$ cat config.mk
export PLATFORM = sky130hd
export DESIGN_NAME = mdl_bram_mover
export DESIGN_NICKNAME = d
export VERILOG_FILES = /design/src/rtl/mdl_bram_mover.sv
export SDC_FILE = /design/constraint.sdc
export NUM_CORES = 1
export LEC_CHECK = 0
export BUFFER_PORTS_ARGS = -buffer_cell sky130_fd_sc_hd__buf_2
export CORE_ASPECT_RATIO = 1.25
export CORE_MARGIN = 2
export CORE_UTILIZATION = 34
export CTS_BUF_LIST = sky130_fd_sc_hd__clkbuf_16
export DETAILED_ROUTE_END_ITERATION = 10
export PLACE_DENSITY = 0.54
export SYNTH_ARGS = -nofsm -noshare
export SYNTH_HDL_FRONTEND = slang
export SYNTH_SLANG_ARGS = --single-unit
$ cat constraint.sdc
create_clock -name iSYS_CLK -period 4.7 [get_ports iSYS_CLK]
set_input_delay 0.94 -clock iSYS_CLK [delete_from_list [all_inputs] [get_ports iSYS_CLK]]
set_output_delay 0.94 -clock iSYS_CLK [all_outputs]
set_load 0.1 [all_outputs]
$ cat src/rtl/mdl_bram_mover.sv
// Command-driven block RAM sequencer: copies a region (read on port A, write on port B)
// or fills a region with a constant, one word per cycle.
module mdl_bram_mover #(
  parameter int PRM_DRAM = 32,
  parameter int PRM_ADDR = 12
) (
  input  logic                iSYS_CLK,
  input  logic                iSYS_RST_N,
  input  logic                iSTART,
  input  logic                iMODE,
  input  logic [PRM_ADDR-1:0] iSRC,
  input  logic [PRM_ADDR-1:0] iDST,
  input  logic [PRM_ADDR:0]   iLEN,
  input  logic [PRM_DRAM-1:0] iFILL,
  input  logic                iABORT,
  output logic                oBUSY,
  output logic                oDONE,
  output logic                oEN_A,
  output logic                oWE_A,
  output logic [PRM_ADDR-1:0] oADR_A,
  input  logic [PRM_DRAM-1:0] iDOUT_A,
  output logic                oEN_B,
  output logic                oWE_B,
  output logic [PRM_ADDR-1:0] oADR_B,
  output logic [PRM_DRAM-1:0] oDIN_B
);

  typedef enum logic [2:0] {IDLE, RD, DRN, FILL, FIN} state_t;

  localparam logic [PRM_ADDR-1:0] ADDR_ONE = {{(PRM_ADDR-1){1'b0}}, 1'b1};
  localparam logic [PRM_ADDR:0]   LEN_ONE  = {{PRM_ADDR{1'b0}}, 1'b1};

  state_t              state;
  logic [PRM_ADDR-1:0] rd_addr;
  logic [PRM_ADDR-1:0] wr_addr;
  logic [PRM_ADDR:0]   left;
  logic                desc;
  logic                aborted;
  logic                sel_dout;
  logic [PRM_DRAM-1:0] fill_val;
  logic [PRM_DRAM-1:0] din_q;
  logic [PRM_ADDR-1:0] len_m1;
  logic                desc_start;

  assign len_m1     = iLEN[PRM_ADDR-1:0] - ADDR_ONE;
  assign desc_start = !iMODE && (iDST > iSRC);
  assign oWE_A      = 1'b0;

  // Copy writes forward the RAM read data straight through so each word lands one cycle after its read.
  assign oDIN_B = sel_dout ? iDOUT_A : din_q;

  always_ff @(posedge iSYS_CLK or negedge iSYS_RST_N) begin
    if (!iSYS_RST_N) begin
      state    <= IDLE;
      oBUSY    <= 1'b0;
      oDONE    <= 1'b0;
      oEN_A    <= 1'b0;
      oADR_A   <= '0;
      oEN_B    <= 1'b0;
      oWE_B    <= 1'b0;
      oADR_B   <= '0;
      din_q    <= '0;
      sel_dout <= 1'b0;
      rd_addr  <= '0;
      wr_addr  <= '0;
      left     <= '0;
      desc     <= 1'b0;
      aborted  <= 1'b0;
      fill_val <= '0;
    end else begin
      case (state)
        IDLE: begin
          oBUSY    <= 1'b0;
          oDONE    <= 1'b0;
          oEN_A    <= 1'b0;
          oEN_B    <= 1'b0;
          oWE_B    <= 1'b0;
          sel_dout <= 1'b0;
          aborted  <= 1'b0;
          if (iSTART) begin
            fill_val <= iFILL;
            left     <= iLEN;
            desc     <= desc_start;
            // Descending copies start at the top of both regions so overlaps are safe.
            if (desc_start) begin
              rd_addr <= iSRC + len_m1;
              wr_addr <= iDST + len_m1;
            end else begin
              rd_addr <= iSRC;
              wr_addr <= iDST;
            end
            if (iLEN == '0)  state <= FIN;
            else if (iMODE)  state <= FILL;
            else             state <= RD;
          end
        end
        RD: begin
          oBUSY    <= 1'b1;
          oEN_A    <= 1'b1;
          oADR_A   <= rd_addr;
          rd_addr  <= desc ? rd_addr - ADDR_ONE : rd_addr + ADDR_ONE;
          oEN_B    <= oEN_A;
          oWE_B    <= oEN_A;
          sel_dout <= 1'b1;
          if (oEN_A) begin
            oADR_B  <= wr_addr;
            wr_addr <= desc ? wr_addr - ADDR_ONE : wr_addr + ADDR_ONE;
          end
          left <= left - LEN_ONE;
          if (left == LEN_ONE || iABORT) begin
            state   <= DRN;
            aborted <= iABORT;
          end
        end
        DRN: begin
          oBUSY    <= 1'b1;
          oEN_A    <= 1'b0;
          oEN_B    <= 1'b1;
          oWE_B    <= 1'b1;
          oADR_B   <= wr_addr;
          sel_dout <= 1'b1;
          state    <= (aborted || iABORT) ? IDLE : FIN;
        end
        FILL: begin
          oBUSY    <= 1'b1;
          oEN_B    <= 1'b1;
          oWE_B    <= 1'b1;
          oADR_B   <= wr_addr;
          wr_addr  <= wr_addr + ADDR_ONE;
          din_q    <= fill_val;
          sel_dout <= 1'b0;
          left     <= left - LEN_ONE;
          if (iABORT)               state <= IDLE;
          else if (left == LEN_ONE) state <= FIN;
        end
        FIN: begin
          oBUSY    <= 1'b0;
          oDONE    <= 1'b1;
          oEN_A    <= 1'b0;
          oEN_B    <= 1'b0;
          oWE_B    <= 1'b0;
          sel_dout <= 1'b0;
          state    <= IDLE;
        end
        default: state <= IDLE;
      endcase
    end
  end

endmodule

# After elaboration in Yosys (flattened, before gate mapping)
# Index checks and enable logic that the tools add are counted.
# totals
word_cells,91
out_inout_bits,62
in_bits,106
ff_bits,135
# classes
addsub,8
mux,29
n_eq_ne,9
n_reduce_logical,29
n_lt_le_gt_ge,1
# op_table
operator,count
$mux 12,8
$pmux 12 s2,2
$pmux 12 s3,1
$sub 12x1->12 const B,3
$mux 32,1
$pmux 13 s2,1
$add 12x1->12 const B,2
$add 12x12->12,2
$mux 3,6
$reduce_bool 2->1,7
$eq 13x1->1 const B,1
$logic_not 13->1,1
$mux 13,1
$sub 13x1->13 const B,1
$gt 12x12->1,1
$pmux 3 s4,1
$pmux 1 s2,5
$reduce_and 2->1,5
$reduce_or 3->1,3
$reduce_or 2->1,4
$eq 3x2->1 const B,2
$ne 2x2->1 const B,3
$reduce_and 3->1,2
$reduce_bool 3->1,2
other kinds (10),11

# Logic depth before layout (Yosys ltp)
# logic_depth
ltp_word,5
mapped_depth,14

# Worst setup path after synthesis
# Ideal clock, no wire load.
# synth_path
path_kind,input -> register
startpoint,in iLEN[3]
endpoint,reg rd_addr[11]
path_stages,12
slack_ns,1.268
setup_ns,0.134
path_buffers,0
arrival_ns,3.298
required_time_ns,4.566
path_cell_list,nor2_1 > nand3_1 > nor4_1 > xor2_1 > ha_1 > and3_1 > a211oi_1 > o21bai_1 > a21oi_1 > mux2_2 > xnor2_1 > mux2i_1
# synth_between
elab_chain_cells,5
# synth_rtl
element,line,text
"start, declared",13,"input logic [PRM_ADDR:0] iLEN,"
$sub 12x1->12,45,assign len_m1 = iLEN[PRM_ADDR-1:0] - ADDR_ONE;
$add 12x12->12,86,rd_addr <= iSRC + len_m1;
$mux 12,85,if (desc_start) begin
$mux 12,80,if (iSTART) begin
$pmux 12 s2,71,case (state)
"end signal, assigned",86,
"end signal, assigned",89,rd_addr <= iSRC;
"end signal, assigned",101,rd_addr <= desc ? rd_addr - ADDR_ONE : rd_addr + ADDR_ONE;
"end, declared",34,logic [PRM_ADDR-1:0] rd_addr;
# No other way between the ends. The select of a mux whose other input is x is not followed.
# A chain may end at the register's enable or synchronous reset.

# Worst setup path after layout
# layout_path
startpoint,in iLEN[2]
endpoint,reg rd_addr[11]
# Same word-level chain as after synthesis.

==> results.yml <==
critical_path:
  arrival_ps: 3810
  cp_max_fo: 5
  startpoint_type: "primary input"
  cp_slowest_stage_delay_ps: 360
  cp-end-kind: "flop"
  path_cells: "buf_2 > nor2_1 > nand3_1 > nor4_1 > xor2_1 > ha_1 > and3_1 > a211oi_1 > o21bai_1 > a21oi_1 > mux2_2 > xnor2_1 > mux2i_1"
  crit_type: "in -> reg"
  critPathRequiredTime_ps: 4990
  slowest_stage: "mux2_2"
synthesis:
  synth-async-reset-ratio: 1.00
  synth_warnings: 0
  syn-num-nets: 1045
  synth.distinct_cells: 57
  synth_common_cells: "nand2_1 (186), dfrtp_1 (135), mux2_2 (79)"
  ys.flop_type: "dfrtp_1"
  yosysTopAreaCell: "dfrtp_1"
  syn_area_sq_mm: 0.00822
  synthTopCellsByArea: "dfrtp_1 (41%), mux2_2 (11%), nand2_1 (8.5%)"
  synth_edf_count: 0
  syn_avg_cell_area_sq_um: 9.30
  seq_area_frac_synth: 0.411
  ys_ff_latch: 135
  yosysTopAreaCellShare: 0.411
  synth_most_common_cell: "nand2_1"
  syn_inst: 884
cts:
  cts_hold_buf: 0
  cts_tree: "built"
  clock_latency_ps: 430
  cts_made_buffers: 17
  post_cts.repair.setup_buffers: 0
  clkSinkCount: 135
  path_clk_slew_ps: 60
  cts_root_buf: "clkbuf_16"
  clk_path_buf_depth: 2
  htreeDepth: 4
  cts_resized: 0
grt:
  overflow: 0
  grt_max_degree: 89
  grt_pass1_wl_microns: 35400
  grt.total_usage: 0.180
  antenna_found_initial: 0
  grt_pass1_vias: 6701
finish:
  fin_nets: 1199
  fin_util: 0.424
  drive_gt1_frac: 0.276
  area_growth_pct: 22.4
  n_antenna_cell: 0
floorplanning:
  initial_utilization: 0.347
  core_area_sq_mm: 0.0237
  fp.dieArea_sq_mm: 0.0255
  fp.dieH_microns: 178
  io_pins: 168
  rows: 63
  dieWidth_microns: 143
sta:
  fin_skew_ps: 10.8
  hold_violations: 0
  rsz0062_at_grt: "false"
  fin_crit_ps: 3530
  finalWorstSetupSlack_ps: 1170
  fin_crit_sh: 0.751
  tns_ps: 0
  worstMarginPinSlew_ps: 1150
  holdWs_ps: 445
  drv_slew: 0
  fmax_mhz: 283
  max-slew-margin-rel: 0.229
  setup_viol: 0
flow_run:
  maxCapViolCount: 0
power:
  max-vdd-ir-drop_v: 0.000366
  p_leak_uw: 0.00489
  power.density_mw_per_mm2: 827
drt:
  wirelength_microns: 22600
  vias: 6896
  ant_nets: 0
  firstDrtPassIters: 4
  drtIter0Drc: 374
  vias_per_cell: 5.01
  drt_drc_violations_left: 0
  wl_per_cell_microns: 16.4
placement:
  place_ws_ps: 768
  dp.final_hpwl_microns: 16500
  place.gp.congestion: 0.881
  io_buffer_count: 166
min_path:
  min_path_type: "in -> async"
status:
  run_status: "completed"
[routing by layer]
| layer | track usage | vias up | share of wire |
|---|---|---|---|
| met3 | 0.0335 | 25 | 0.050 |
| met4 | 0.0549 | 0 | 0.016 |
| met5 | 0 | - | 0 |
| met1 | 0.235 | 3280 | 0.46 |
| li1 | - | 3414 | - |
| met2 | 0.300 | 177 | 0.48 |
[registers in the layout, indices dropped and copies added, names as in the netlist]
name	flops
state	3
oADR_A	12
din_q	32
oWE_B	1
fill_val	32
oBUSY	1
oDONE	1
oEN_A	1
wr_addr	12
oADR_B	12
sel_dout	1
left	13
rd_addr	12
aborted	1
desc	1
[worst max-delay path: cells and delay by family]
family | cells | cell delay [ps]
AOI/OAI and AO/OA | 3 | 630
xor gates and xnor gates | 2 | 410
and+or+nand+nor | 4 | 950
buffers and inverters | 1 | 130
muxes | 2 | 440
adders and majority gates | 1 | 320
[through the flow]
| step | total power (uW) | cells | area, sq um |
|---|---|---|---|
| finish | 8320 | 1376 | 10100 |
| global route | 8850 | 1376 | 10100 |
| CTS | 8420 | 1376 | 10100 |
| detailed placement | 6820 | 1344 | 9380 |
| global placement | 6770 | 1344 | 9380 |
| floorplan | 5980 | 884 | 8220 |
[power by group]
| part | leakage (uW) | switching [uW] | internal [uW] |
|---|---|---|---|
| Sequential | 0.00165 | 421 | 1730 |
| Combinational | 0.00289 | 3300 | 1310 |
| Clock | 0.000345 | 520 | 1040 |
[placed cells by master, fill, tap and decap left out, drive strengths merged, types with 7 or more instances in the layout]
| master | synthesis | layout |
|---|---|---|
| a211oi | 7 | 7 |
| a21o | 12 | 12 |
| a21oi | 56 | 56 |
| a22oi | 7 | 7 |
| a31oi | 8 | 8 |
| buf | 13 | 175 |
| bufinv | 0 | 7 |
| clkbuf | 27 | 17 |
| dfrtp | 135 | 135 |
| ha | 52 | 52 |
| inv | 35 | 40 |
| mux2 | 79 | 79 |
| mux2i | 12 | 12 |
| nand2 | 186 | 186 |
| nand2b | 7 | 7 |
| nand3 | 15 | 15 |
| nor2 | 47 | 47 |
| nor3 | 16 | 16 |
| nor4 | 11 | 11 |
| o211ai | 11 | 11 |
| o21ai | 42 | 42 |
| xnor2 | 31 | 31 |
| xor2 | 9 | 9 |
[kinds of logic (layout without fill, tap and decap cells)]
logic type | Yosys count | after routing | share of synthesized area
buf+inv | 75 | 242 | 0.0370
compound gates | 180 | 180 | 0.139
mux | 91 | 91 | 0.123
xor+xnor | 40 | 40 | 0.0426
simple gates | 307 | 307 | 0.161
fa+ha+maj | 55 | 55 | 0.0864
other cells | 1 | 1 | 0.000456
flops | 135 | 135 | 0.411
[cell type report]
type	instances	area (sq um)
fillers	2356	13700
multi-input cells	674	4550
flip-flops and latches	135	3380
repair buffers	175	917
clock buffers	17	425
well taps	325	407
clock inverters	15	258
inverters	35	131
[worst paths after layout]
kind | start | to | slack, ps | cells after the start
min | iSYS_RST_N | oADR_A[2]$_DFFE_PN0P_ | 440 | 1
max in group asynchronous | iSYS_RST_N | left[4]$_DFFE_PN0P_ | 3400 | 2
min in group iSYS_CLK | fill_val[27]$_DFFE_PN0P_ | fill_val[27]$_DFFE_PN0P_ | 470 | 2
min reg2reg | fill_val[27]$_DFFE_PN0P_ | fill_val[27]$_DFFE_PN0P_ | 470 | 2
max reg2reg | desc$_DFFE_PN0P_ | rd_addr[10]$_DFFE_PN0P_ | 1950 | 10
max | iLEN[2] | rd_addr[11]$_DFFE_PN0P_ | 1170 | 13
Power figures use the tool's default switching activity.
